File: src/rtl/npc_unit.sv
// Fetch-side PC sequencer: delay-slot branches/jumps, exception entry and eret redirect.
// Optional fetch address check enabled by defining NPC_FETCH_CHECK_EN.
module npc_unit #(
    parameter logic [31:0] RESET_PC = 32'h0000_3000,
    parameter logic [31:0] EXC_PC   = 32'h0000_4180
) (
    input  logic        clk,
    input  logic        reset,
    input  logic        stall,
    input  logic        req,
    input  logic        eret_d,
    input  logic [31:0] epc,
    input  logic [2:0]  br_type_d,
    input  logic        zero,
    input  logic [15:0] imm16_d,
    input  logic [25:0] index26_d,
    input  logic [31:0] rs_val_d,
    output logic [31:0] pc_f,
    output logic [31:0] pc_d,
    output logic        valid_d,
    output logic        bd_d,
    output logic        adel_f
);

    typedef enum logic [2:0] {
        BR_NONE = 3'd0,
        BR_BEQ  = 3'd1,
        BR_BNE  = 3'd2,
        BR_J    = 3'd3,
        BR_JR   = 3'd4
    } br_type_e;

    logic [31:0] pc_d_plus4;
    logic [31:0] br_offset;
    logic [31:0] target;
    logic        taken;
    logic        is_branch;

    assign pc_d_plus4 = pc_d + 32'd4;
    assign br_offset  = {{14{imm16_d[15]}}, imm16_d, 2'b00};

    // NOTE: every variable assigned here gets a default first so no latch is inferred.
    always_comb begin
        target    = pc_d_plus4 + br_offset;
        taken     = 1'b0;
        is_branch = 1'b0;
        case (br_type_e'(br_type_d))
            BR_BEQ: begin
                taken     = zero;
                is_branch = 1'b1;
            end
            BR_BNE: begin
                taken     = ~zero;
                is_branch = 1'b1;
            end
            BR_J: begin
                target    = {pc_d_plus4[31:28], index26_d, 2'b00};
                taken     = 1'b1;
                is_branch = 1'b1;
            end
            BR_JR: begin
                target    = rs_val_d;
                taken     = 1'b1;
                is_branch = 1'b1;
            end
            default: ;
        endcase
        // A bubble in D must never redirect fetch or mark a delay slot.
        taken     = taken & valid_d;
        is_branch = is_branch & valid_d;
    end

    // NOTE: sequential state uses non-blocking assignments so all registers update together.
    always_ff @(posedge clk or posedge reset) begin
        if (reset) begin
            pc_f    <= RESET_PC;
            pc_d    <= 32'd0;
            valid_d <= 1'b0;
            bd_d    <= 1'b0;
        end else if (req) begin
            pc_f    <= EXC_PC;
            pc_d    <= 32'd0;
            valid_d <= 1'b0;
            bd_d    <= 1'b0;
        end else if (stall) begin
            pc_f    <= pc_f;
            pc_d    <= pc_d;
            valid_d <= valid_d;
            bd_d    <= bd_d;
        end else if (eret_d && valid_d) begin
            // eret has no delay slot: the instruction behind it is squashed.
            pc_f    <= epc;
            pc_d    <= 32'd0;
            valid_d <= 1'b0;
            bd_d    <= 1'b0;
        end else begin
            pc_f    <= taken ? target : pc_f + 32'd4;
            pc_d    <= pc_f;
            valid_d <= 1'b1;
            bd_d    <= is_branch;
        end
    end

`ifdef NPC_FETCH_CHECK_EN
    assign adel_f = (pc_f[1:0] != 2'b00) ||
                    (pc_f < 32'h0000_3000) || (pc_f > 32'h0000_6FFC);
`else
    assign adel_f = 1'b0;
`endif

endmodule

File: config.mk
export PLATFORM = sky130hd
export DESIGN_NAME = npc_unit
export DESIGN_NICKNAME = d
export VERILOG_FILES = /design/src/rtl/npc_unit.sv
export SDC_FILE = /design/constraint.sdc
export NUM_CORES = 1
export LEC_CHECK = 0
export CAP_MARGIN = 10
export CORE_ASPECT_RATIO = 1.25
export CORE_MARGIN = 3
export CORE_UTILIZATION = 49
export CTS_CLUSTER_DIAMETER = 80
export CTS_CLUSTER_SIZE = 16
export DETAILED_ROUTE_END_ITERATION = 16
export GPL_TIMING_DRIVEN = 0
export PLACE_DENSITY = 0.82
export REMOVE_ABC_BUFFERS = 1
export SETUP_SLACK_MARGIN = 0.15
export SLEW_MARGIN = 40
export SYNTH_ARGS = -nofsm -noshare
export SYNTH_HDL_FRONTEND = slang
export SYNTH_SLANG_ARGS = --single-unit
export TNS_END_PERCENT = 20
File: constraint.sdc
create_clock -name clk -period 3.85 [get_ports clk]
set_input_delay 0.5775 -clock clk [delete_from_list [all_inputs] [get_ports clk]]
set_output_delay 0.5775 -clock clk [all_outputs]
set_load 0.1 [all_outputs]
==> flow_summary.toml, run 1 <==
[min_path]
worstHoldEndpoint = "bd_d"
min_from = "bd_d"
min_path_cells = 1
min_path_type = "register to register"

[place]
dpl.hpwl_um = 18850
finalWeightedCongestion = 0.9564
dpl.cell_count = 1124
place_area_sq_mm = 0.008056
io_buffers = 180
pre_cts_slack_ns = -0.3627

[synth]
yosys.area.top_type_share = 0.2503
synth_area_leaders = "dfrtp_1 (25%), ha_1 (7.0%), xnor2_1 (5.6%)"
yosysTopAreaCell = "dfrtp_1"
ys.flop_type = "dfrtp_1"
netlist_instances = 813
syn-cell-area_sq_mm = 0.006399
synth_enable_flop_cells = 0
yosysSeqAreaShare = 0.2585
synth_commonest_cells = "nand2_1 (93), dfrtp_1 (64), nor2_1 (63), a21oi_1 (53), o21ai_0 (52)"
synth-seq-cells = 66
synthArstFlopShare = 1.000
yosysMostFrequentCell = "nand2_1"
synth_warnings = 0
yosysUniqueCellTypes = 78
avgSynthCellArea_sq_um = 7.870

[die]
ios = 182
die_y_um = 133.8
rows = 46
core_area_sq_mm = 0.01272
die_x_um = 108.2
initial_core_util = 0.5030
die_area_sq_mm = 0.01447

[timing]
rsz0062_at_grt = "true"
fin_crit_sh = 0.9518
fmax_ghz = 0.2729
hold_viol = 0
setup-violations-final = 0
finalWorstSetupSlack_ns = 0.1855
min_period_ns = 3.664
maxSlewViolCount = 0
fin_worst_skew_ns = 0.005038
worst_pin_slew_ns = 0.8714
max_slew_margin = 0.4184
hold_ws_ns = 0.5007

[pwr]
p_sw_w = 0.0009719
ir_worst_vdd_mv = 0.1961
p_int_w = 0.001641
switching_share = 0.3719
power.leakage_nw = 3.808
pwr-share-clk = 0.355
p_seq_frac = 0.304
finalPower_w = 0.002613
powerDensity_mw_per_mm2 = 300.4
combPwrFrac = 0.341

[route]
drtIter0Drc = 795
wirelength_um = 25910
vias_per_cell = 6.578
final_antenna_net_count = 0
drcViolationCount = 0
dr.pass1.iters = 6
dr_total_vias = 7631
wl_per_cell_um = 22.34

[critical_path]
required_ns = 4.08
cp_max_fo = 4
r2r_setup_slack_ns = 0.19
worstSetupStartpointType = "register"
r2r_end = "pc_f[26]"
crit_arrival_ns = 3.89
critPathCaptureType = "register"
reg2reg_from = "pc_d[11]"
r2r_cells = 15
critPathKind = "register to register"

[cells_and_area]
nFillCells = 1035
multi_input_area_sq_mm = 0.004701
area_growth_pct = 35.98
drive_above_1_share = 0.1845
n_antenna_cell = 0
instances_no_fill = 1160
fin_area_sq_mm = 0.008701
nNetsFinal = 1141
seq_area_sq_mm = 0.001670

[run]
cap_violations = 0

[global_route]
grt_max_degree = 36
antenna_found_initial = 0
grt_pass1_wl_um = 39370
overflow = 0
first_global_vias = 7179
gr-usage-all-layers = 0.3457

[clock_tree]
cts_made_buffers = 9
cts.clk_slew.worst_paths_ns = 0.06
cts-root-buf = "clkbuf_16"
cts.sinks = 66
clockBufferDepth = 2
cts_tree = "built"
clock_latency_ns = 0.33
h-tree-depth = 3

[status]
status = "complete, no violations"
==> kinds of logic (layout without fill, tap and decap cells) <==
group	after synthesis	after routing	synth area share
AND/OR/NAND/NOR	297	297	0.2284
XOR/XNOR	66	66	0.09034
adder cells (fa/ha/maj)	37	37	0.07352
AO/OA/AOI/OAI	275	275	0.2988
other	1	1	0.0005861
flip-flops	66	66	0.2585
multiplexers	7	7	0.01134
buffers and inverters	64	243	0.03852
==> critical path, cell delays in order, from the launching register on <==
cell and delay, ns:
dfrtp_1 0.41, inv_1 0.14, nor4_4 0.27, buf_4 0.19
buf_4 0.12, nand4_1 0.11, xnor2_1 0.21, ha_1 0.31
a21o_1 0.22, a21o_1 0.18, a221oi_1 0.31, o21ai_2 0.16
a41oi_2 0.30, o21ai_0 0.22, o21a_1 0.22, a21bo_2 0.20
==> state kept, by name, indices dropped and copies added, names as in the netlist <==
| register | count |
|---|---|
| valid_d | 1 |
| pc_d | 32 |
| bd_d | 1 |
| pc_f | 32 |
==> per-stage QoR <==
step | util | TNS [ns]
floorplan | - | -1.726
global placement | 0.6477 | -86.07
detailed placement | 0.6334 | -1.593
CTS | 0.6662 | 0
global route | 0.6840 | 0
finish | 0.6840 | 0
==> how the worst max path moves through the flow <==
stage,startpoint,to,slack [ns],cells past startpoint
2_1_floorplan,pc_d[7],pc_f[27],-0.38,13
3_3_place_gp,br_type_d[1],pc_f[11],-2.09,7
3_5_place_dp,pc_d[7],pc_f[28],-0.36,14
4_1_cts,pc_d[14],pc_f[28],0.08,14
5_1_grt,pc_d[4],pc_f[26],0.1,15
6_report,pc_d[11],pc_f[26],0.19,15
==> area by class of cell <==
class / instances / share of cell area
Multi-Input combinational cell: 683 / 0.5403
Clock inverter: 2 / 0.006903
Sequential cell: 66 / 0.1920
Timing Repair Buffer: 209 / 0.1969
Clock buffer: 12 / 0.03063
Inverter: 20 / 0.009203
Tap cell: 168 / 0.02416
==> power groups by stage <==
stage / registers, W / logic (W) / clock network, W
5_1_grt: 0.000798 / 0.000940 / 0.000954
3_3_place_gp: 0.000804 / 0.000860 / 0
2_1_floorplan: 0.00102 / 0.000317 / 0
4_1_cts: 0.000792 / 0.000859 / 0.000927
6_report: 0.000794 / 0.000892 / 0.000927
3_5_place_dp: 0.000804 / 0.000852 / 0
==> routing by layer <==
layer	track usage	up-vias	part of all wire	routed length, um
met4	0.1291	0	0.035	897
li1	-	3423	-	-
met2	0.5698	498	0.49	12750
met5	0	-	0	0
met3	0.04266	83	0.095	2449
met1	0.4625	3627	0.38	9815
==> timing repair <==
action / CTS / global route
setup endpoints to repair: 11 / 10
pin swaps: 7 / 10
hold buffers: 0 / 0
setup buffers: 4 / 18
resized for setup: 20 / 35
endpoints found under the hold margin: 0 / 0
==> cells in the final DEF (no fill, tap or decap), types with 8 or more instances in the layout <==
master / count
clkdlybuf4s50_1: 111
nor2_1: 57
nand3_1: 28
dfrtp_1: 51
o21ai_0: 50
nand2_1: 91
buf_4: 24
a22oi_1: 9
clkbuf_16: 9
xor2_1: 25
nand4_1: 21
o211ai_1: 19
xnor2_1: 39
and4_1: 8
a22o_1: 28
inv_1: 19
buf_2: 69
nor4_1: 8
a21oi_1: 49
a21o_1: 18
ha_1: 29
and3_1: 13
nor3_1: 15
o221ai_1: 9
dfrtp_2: 13
and2_1: 13
a221oi_1: 12
(Power assumes the default switching activity.)
==> run 2: changes to the inputs <==
--- a/config.mk
+++ b/config.mk
@@ -16,8 +16,9 @@
 export PLACE_DENSITY = 0.82
 export REMOVE_ABC_BUFFERS = 1
 export SETUP_SLACK_MARGIN = 0.15
+export SKIP_LAST_GASP = 1
 export SLEW_MARGIN = 40
 export SYNTH_ARGS = -nofsm -noshare
 export SYNTH_HDL_FRONTEND = slang
 export SYNTH_SLANG_ARGS = --single-unit
-export TNS_END_PERCENT = 20
+export TNS_END_PERCENT = 5
==> flow_summary.toml, run 2 (same netlist as run 1, synthesis figures left out) <==
[cells_and_area]
final_cell_mix = "clkdlybuf4s50_1 (111), nand2_1 (92), buf_2 (69)"
final_common_cell = "clkdlybuf4s50_1"
reg_top3 = "pc_d: 32 flops, pc_f: 32 flops"
nNetsFinal = 1126
area_growth_pct = 34.08
multi_input_area_sq_mm = 0.004692
seq_area_sq_mm = 0.001670
n_antenna_cell = 0
instances_no_fill = 1145
nFillCells = 1063
drive_above_1_share = 0.1699

[timing]
hold_viol = 0
fmax_ghz = 0.2735
hold_ws_ns = 0.5004
min_period_ns = 3.656
rsz0062_at_grt = "true"
maxSlewViolCount = 0
setup-violations-final = 0
max_slew_margin = 0.4406
fin_crit_sh = 0.9496
tns_ns = 0
fin_worst_skew_ns = 0.006003
worst_pin_slew_ns = 0.8382
finalWorstSetupSlack_ns = 0.1939

[clock_tree]
hold_buffers = 0
cts_made_buffers = 9
clock_latency_ns = 0.33
cts.sinks = 66
cts-root-buf = "clkbuf_16"
h-tree-depth = 3
clockBufferDepth = 2
cts_tree = "built"
cts.clk_slew.worst_paths_ns = 0.06

[place]
pre_cts_slack_ns = -0.3627
io_buffers = 180
dpl.hpwl_um = 18850
dpl.cell_count = 1124
finalWeightedCongestion = 0.9564

[critical_path]
r2r_end = "pc_f[24]"
critPathCaptureType = "register"
reg2reg_from = "pc_d[4]"
r2r_setup_slack_ns = 0.19
worstSetupStartpointType = "register"
required_ns = 4.07
crit_arrival_ns = 3.88
critPathKind = "register to register"
r2r_cells = 15
cp_max_fo = 7

[global_route]
grt_pass1_wl_um = 39390
antenna_found_initial = 0
grt_max_degree = 36
overflow = 0
gr-usage-all-layers = 0.3459
first_global_vias = 7176

[die]
die_area_sq_mm = 0.01447
core_area_sq_mm = 0.01272
initial_core_util = 0.5030
ios = 182
die_x_um = 108.2
die_y_um = 133.8
rows = 46

[route]
drcViolationCount = 0
final_antenna_net_count = 0
top_layer_used = "met4"
wl_met1_um = 9801
dr_total_vias = 7629
drtIter0Drc = 779
dr_wl_met2_um = 12460
dr.pass1.iters = 7
route.met3.wl_um = 2478
wl_per_cell_um = 22.48
vias_per_cell = 6.663
wirelength_um = 25730

[run]
cap_violations = 0

[pwr]
powerDensity_mw_per_mm2 = 303.6
power.leakage_nw = 3.725
ir_worst_vdd_mv = 0.1974

[min_path]
min_path_cells = 1
worstHoldEndpoint = "bd_d"
min_from = "bd_d"
min_path_type = "register to register"

[status]
status = "complete, no violations"
## run 2: worst max path at each step
stage               cells after the start        to         start  slack (ns)
floorplan                              13  pc_f[27]       pc_d[7]       -0.38
global route                           15  pc_f[29]      pc_d[12]        0.06
CTS                                    14  pc_f[28]      pc_d[12]        0.04
detailed placement                     14  pc_f[28]       pc_d[7]       -0.36
global placement                        7  pc_f[11]  br_type_d[1]       -2.09
finish                                 15  pc_f[24]       pc_d[4]        0.19
## run 2: power by group
part           internal [W]  switching [W]
logic              0.000292       0.000589
clock network      0.000613       0.000314
registers          0.000729      0.0000676
total               0.00163       0.000971
## run 2: metrics by stage
stage	cell area [sq um]	util	power, W
final	8579	0.6745	0.002605
after global routing	8579	0.6745	0.002683
after CTS	8463	0.6654	0.002577
after detailed placement	8056	0.6334	0.001656
after global placement	8239	0.6477	0.001664
after floorplan	6227	-	0.001338
## run 2: critical path, stage by stage, from the launching register on
cell	delay, ns
dfrtp_2	0.44
nand3_1	0.15
nor4_4	0.25
buf_4	0.18
buf_4	0.12
nand4_1	0.11
xnor2_1	0.21
ha_1	0.31
a21o_1	0.23
nor2b_1	0.13
a21oi_1	0.24
nand3_1	0.18
a31oi_1	0.22
xor2_1	0.34
nand4_1	0.14
a32o_1	0.29
## run 2: routing by layer
layer,GRT usage,up-vias
li1,-,3387
met1,0.4643,3634
met2,0.5702,514
met3,0.04072,94
met4,0.1284,0
met5,0,-
## run 2: timing repair
action | in CTS | in global routing
pin swaps | 5 | 10
endpoints found under the setup margin | 11 | 11
buffers inserted | 4 | 3
gates resized for setup | 14 | 37
cloned | 0 | 0
## run 2: layout make-up
class / instances / area share
sequential: 66 / 0.1947
clock buffer: 12 / 0.03106
timing repair buffer: 194 / 0.1865
multi-input combinational: 683 / 0.5469
clock inverter: 2 / 0.007000
inverter: 20 / 0.009334
tap: 168 / 0.02450
==> run 3: changes to the inputs <==
--- a/config.mk
+++ b/config.mk
@@ -8,12 +8,13 @@
 export CAP_MARGIN = 10
 export CORE_ASPECT_RATIO = 1.25
 export CORE_MARGIN = 3
-export CORE_UTILIZATION = 49
+export CORE_UTILIZATION = 40
+export CTS_BUF_LIST = sky130_fd_sc_hd__clkbuf_8
 export CTS_CLUSTER_DIAMETER = 80
 export CTS_CLUSTER_SIZE = 16
 export DETAILED_ROUTE_END_ITERATION = 16
 export GPL_TIMING_DRIVEN = 0
-export PLACE_DENSITY = 0.82
+export PLACE_DENSITY = 0.69
 export REMOVE_ABC_BUFFERS = 1
 export SETUP_SLACK_MARGIN = 0.15
 export SKIP_LAST_GASP = 1
==> flow_summary.toml, run 3 (same netlist as run 1, synthesis figures left out) <==
[die]
ios = 182
die_area_sq_mm = 0.01756
die_x_um = 119.1
rows = 51
initial_core_util = 0.4093
die_y_um = 147.4
core_area_sq_mm = 0.01563

[clock_tree]
clockBufferDepth = 2
clock_latency_ns = 0.37
cts_made_buffers = 9
cts.clk_slew.worst_paths_ns = 0.08
cts.sinks = 66
cts-root-buf = "clkbuf_8"
hold_buffers = 0
h-tree-depth = 3
cts_tree = "built"

[place]
finalWeightedCongestion = 0.9218
dpl.cell_count = 1166
io_buffers = 180
place_area_sq_mm = 0.008115
dpl.hpwl_um = 19860

[route]
wirelength_um = 27060
final_antenna_net_count = 0
dr.pass1.iters = 6
drtIter0Drc = 640
drcViolationCount = 0
wl_per_cell_um = 22.27
dr_total_vias = 7504
vias_per_cell = 6.176

[run]
cap_violations = 0

[global_route]
gr-usage-all-layers = 0.2960
first_global_vias = 7277
grt_pass1_wl_um = 41130
antenna_found_initial = 0
overflow = 0
grt_max_degree = 44

[timing]
worst_pin_slew_ns = 0.7972
max_slew_margin = 0.4666
fin_crit_sh = 0.9684
min_period_ns = 3.728
maxSlewViolCount = 0
hold_viol = 0
rsz0062_at_grt = "true"
tns_ns = 0
setup-violations-final = 0
fmax_ghz = 0.2682
fin_worst_skew_ns = 0.01335

[pwr]
combPwrFrac = 0.386
powerDensity_mw_per_mm2 = 269.1
p_int_w = 0.001410
p_sw_w = 0.0009903
pwr-share-clk = 0.284
p_seq_frac = 0.329
switching_share = 0.4126
ir_worst_vdd_mv = 0.1631
finalPower_w = 0.002400
power.leakage_nw = 3.859

[status]
status = "complete, no violations"

[cells_and_area]
fin_area_sq_mm = 0.008917
nNetsFinal = 1150
nFillCells = 1480
reg_top3 = "pc_d: 32 flops, pc_f: 32 flops"
area_growth_pct = 39.36
final_cell_mix = "clkdlybuf4s50_1 (111), nand2_1 (90), buf_2 (69)"
final_common_cell = "clkdlybuf4s50_1"
drive_above_1_share = 0.2074
instances_no_fill = 1215
multi_input_area_sq_mm = 0.004851
seq_area_sq_mm = 0.001670
n_antenna_cell = 0

[critical_path]
worstSetupStartpointType = "register"
cpPeakStageDelay_ns = 0.41
cp_max_fo = 6
cp_slowest_cell = "dfrtp_2"
crit_buf_inv = 2
critPathCaptureType = "register"
path_cells = "nand4_1 -> nor4_4 -> buf_4 -> nand3_2 -> xnor2_2 -> ha_4 -> buf_4 -> nand3_2 -> nor2_2 -> a221o_1 -> a31o_4 -> a2111oi_4 -> nor4_4 -> mux2i_1 -> a32oi_1"
critPathKind = "register to register"
critPathTopFamily = "compound AO/OA/AOI/OAI gates"
required_ns = 4.08
crit_arrival_ns = 3.96

[min_path]
min_path_type = "register to register"
==> run 3: area by class of cell <==
type | count | share of cell area
clock buffers | 9 | 0.01389
flip-flops and latches | 66 | 0.1873
repair buffers | 218 | 0.2056
clock inverters | 7 | 0.01052
multi-input cells | 683 | 0.5440
well taps | 212 | 0.02975
inverters | 20 | 0.008980
==> run 3: stage by stage <==
| step | setup WS (ns) | util | hold slack, ns |
|---|---|---|---|
| CTS | 0.1552 | 0.5484 | 0.5183 |
| detailed placement | -0.6251 | 0.5191 | 0.4971 |
| global route | -0.001682 | 0.5704 | 0.5415 |
| global placement | -2.227 | 0.5305 | 0.4932 |
| finish | 0.1218 | 0.5704 | 0.5150 |
| floorplan | -0.3756 | - | 0.6151 |
==> run 3: final timing paths <==
check,end,from,depth (start not counted),slack (ns)
max,pc_f[31],pc_d[9],15,0.12
min in group asynchronous,bd_d,reset,2,0.54
max reg2reg,pc_f[31],pc_d[9],15,0.12
min,bd_d,bd_d,1,0.51
min reg2reg,bd_d,bd_d,1,0.51
max in group asynchronous,pc_f[12],reset,3,2.74
==> run 3: power groups by stage <==
stage	Combinational [W]	Clock [W]	Sequential (W)
5_1_grt	0.000979	0.000714	0.000795
4_1_cts	0.000886	0.000681	0.000789
2_1_floorplan	0.000317	0	0.00102
3_3_place_gp	0.000874	0	0.000806
6_report	0.000928	0.000682	0.000791
3_5_place_dp	0.000862	0	0.000805
==> run 3: metal layers <==
layer  wire length [um]  track usage  share of wire  vias to the layer above
li1                   -            -              -                     3437
met1              10950       0.3875           0.40                     3628
met2              13260       0.4982           0.49                      364
met3               1774      0.03100          0.066                       75
met4               1075       0.1229          0.040                        0
met5                  0            0              0                        -
==> run 3: repair_timing <==
item	in CTS	in global routing
pin swaps	6	14
setup endpoints to repair	11	9
endpoints found under the hold margin	0	0
setup buffers	20	12
gates resized for setup	30	48
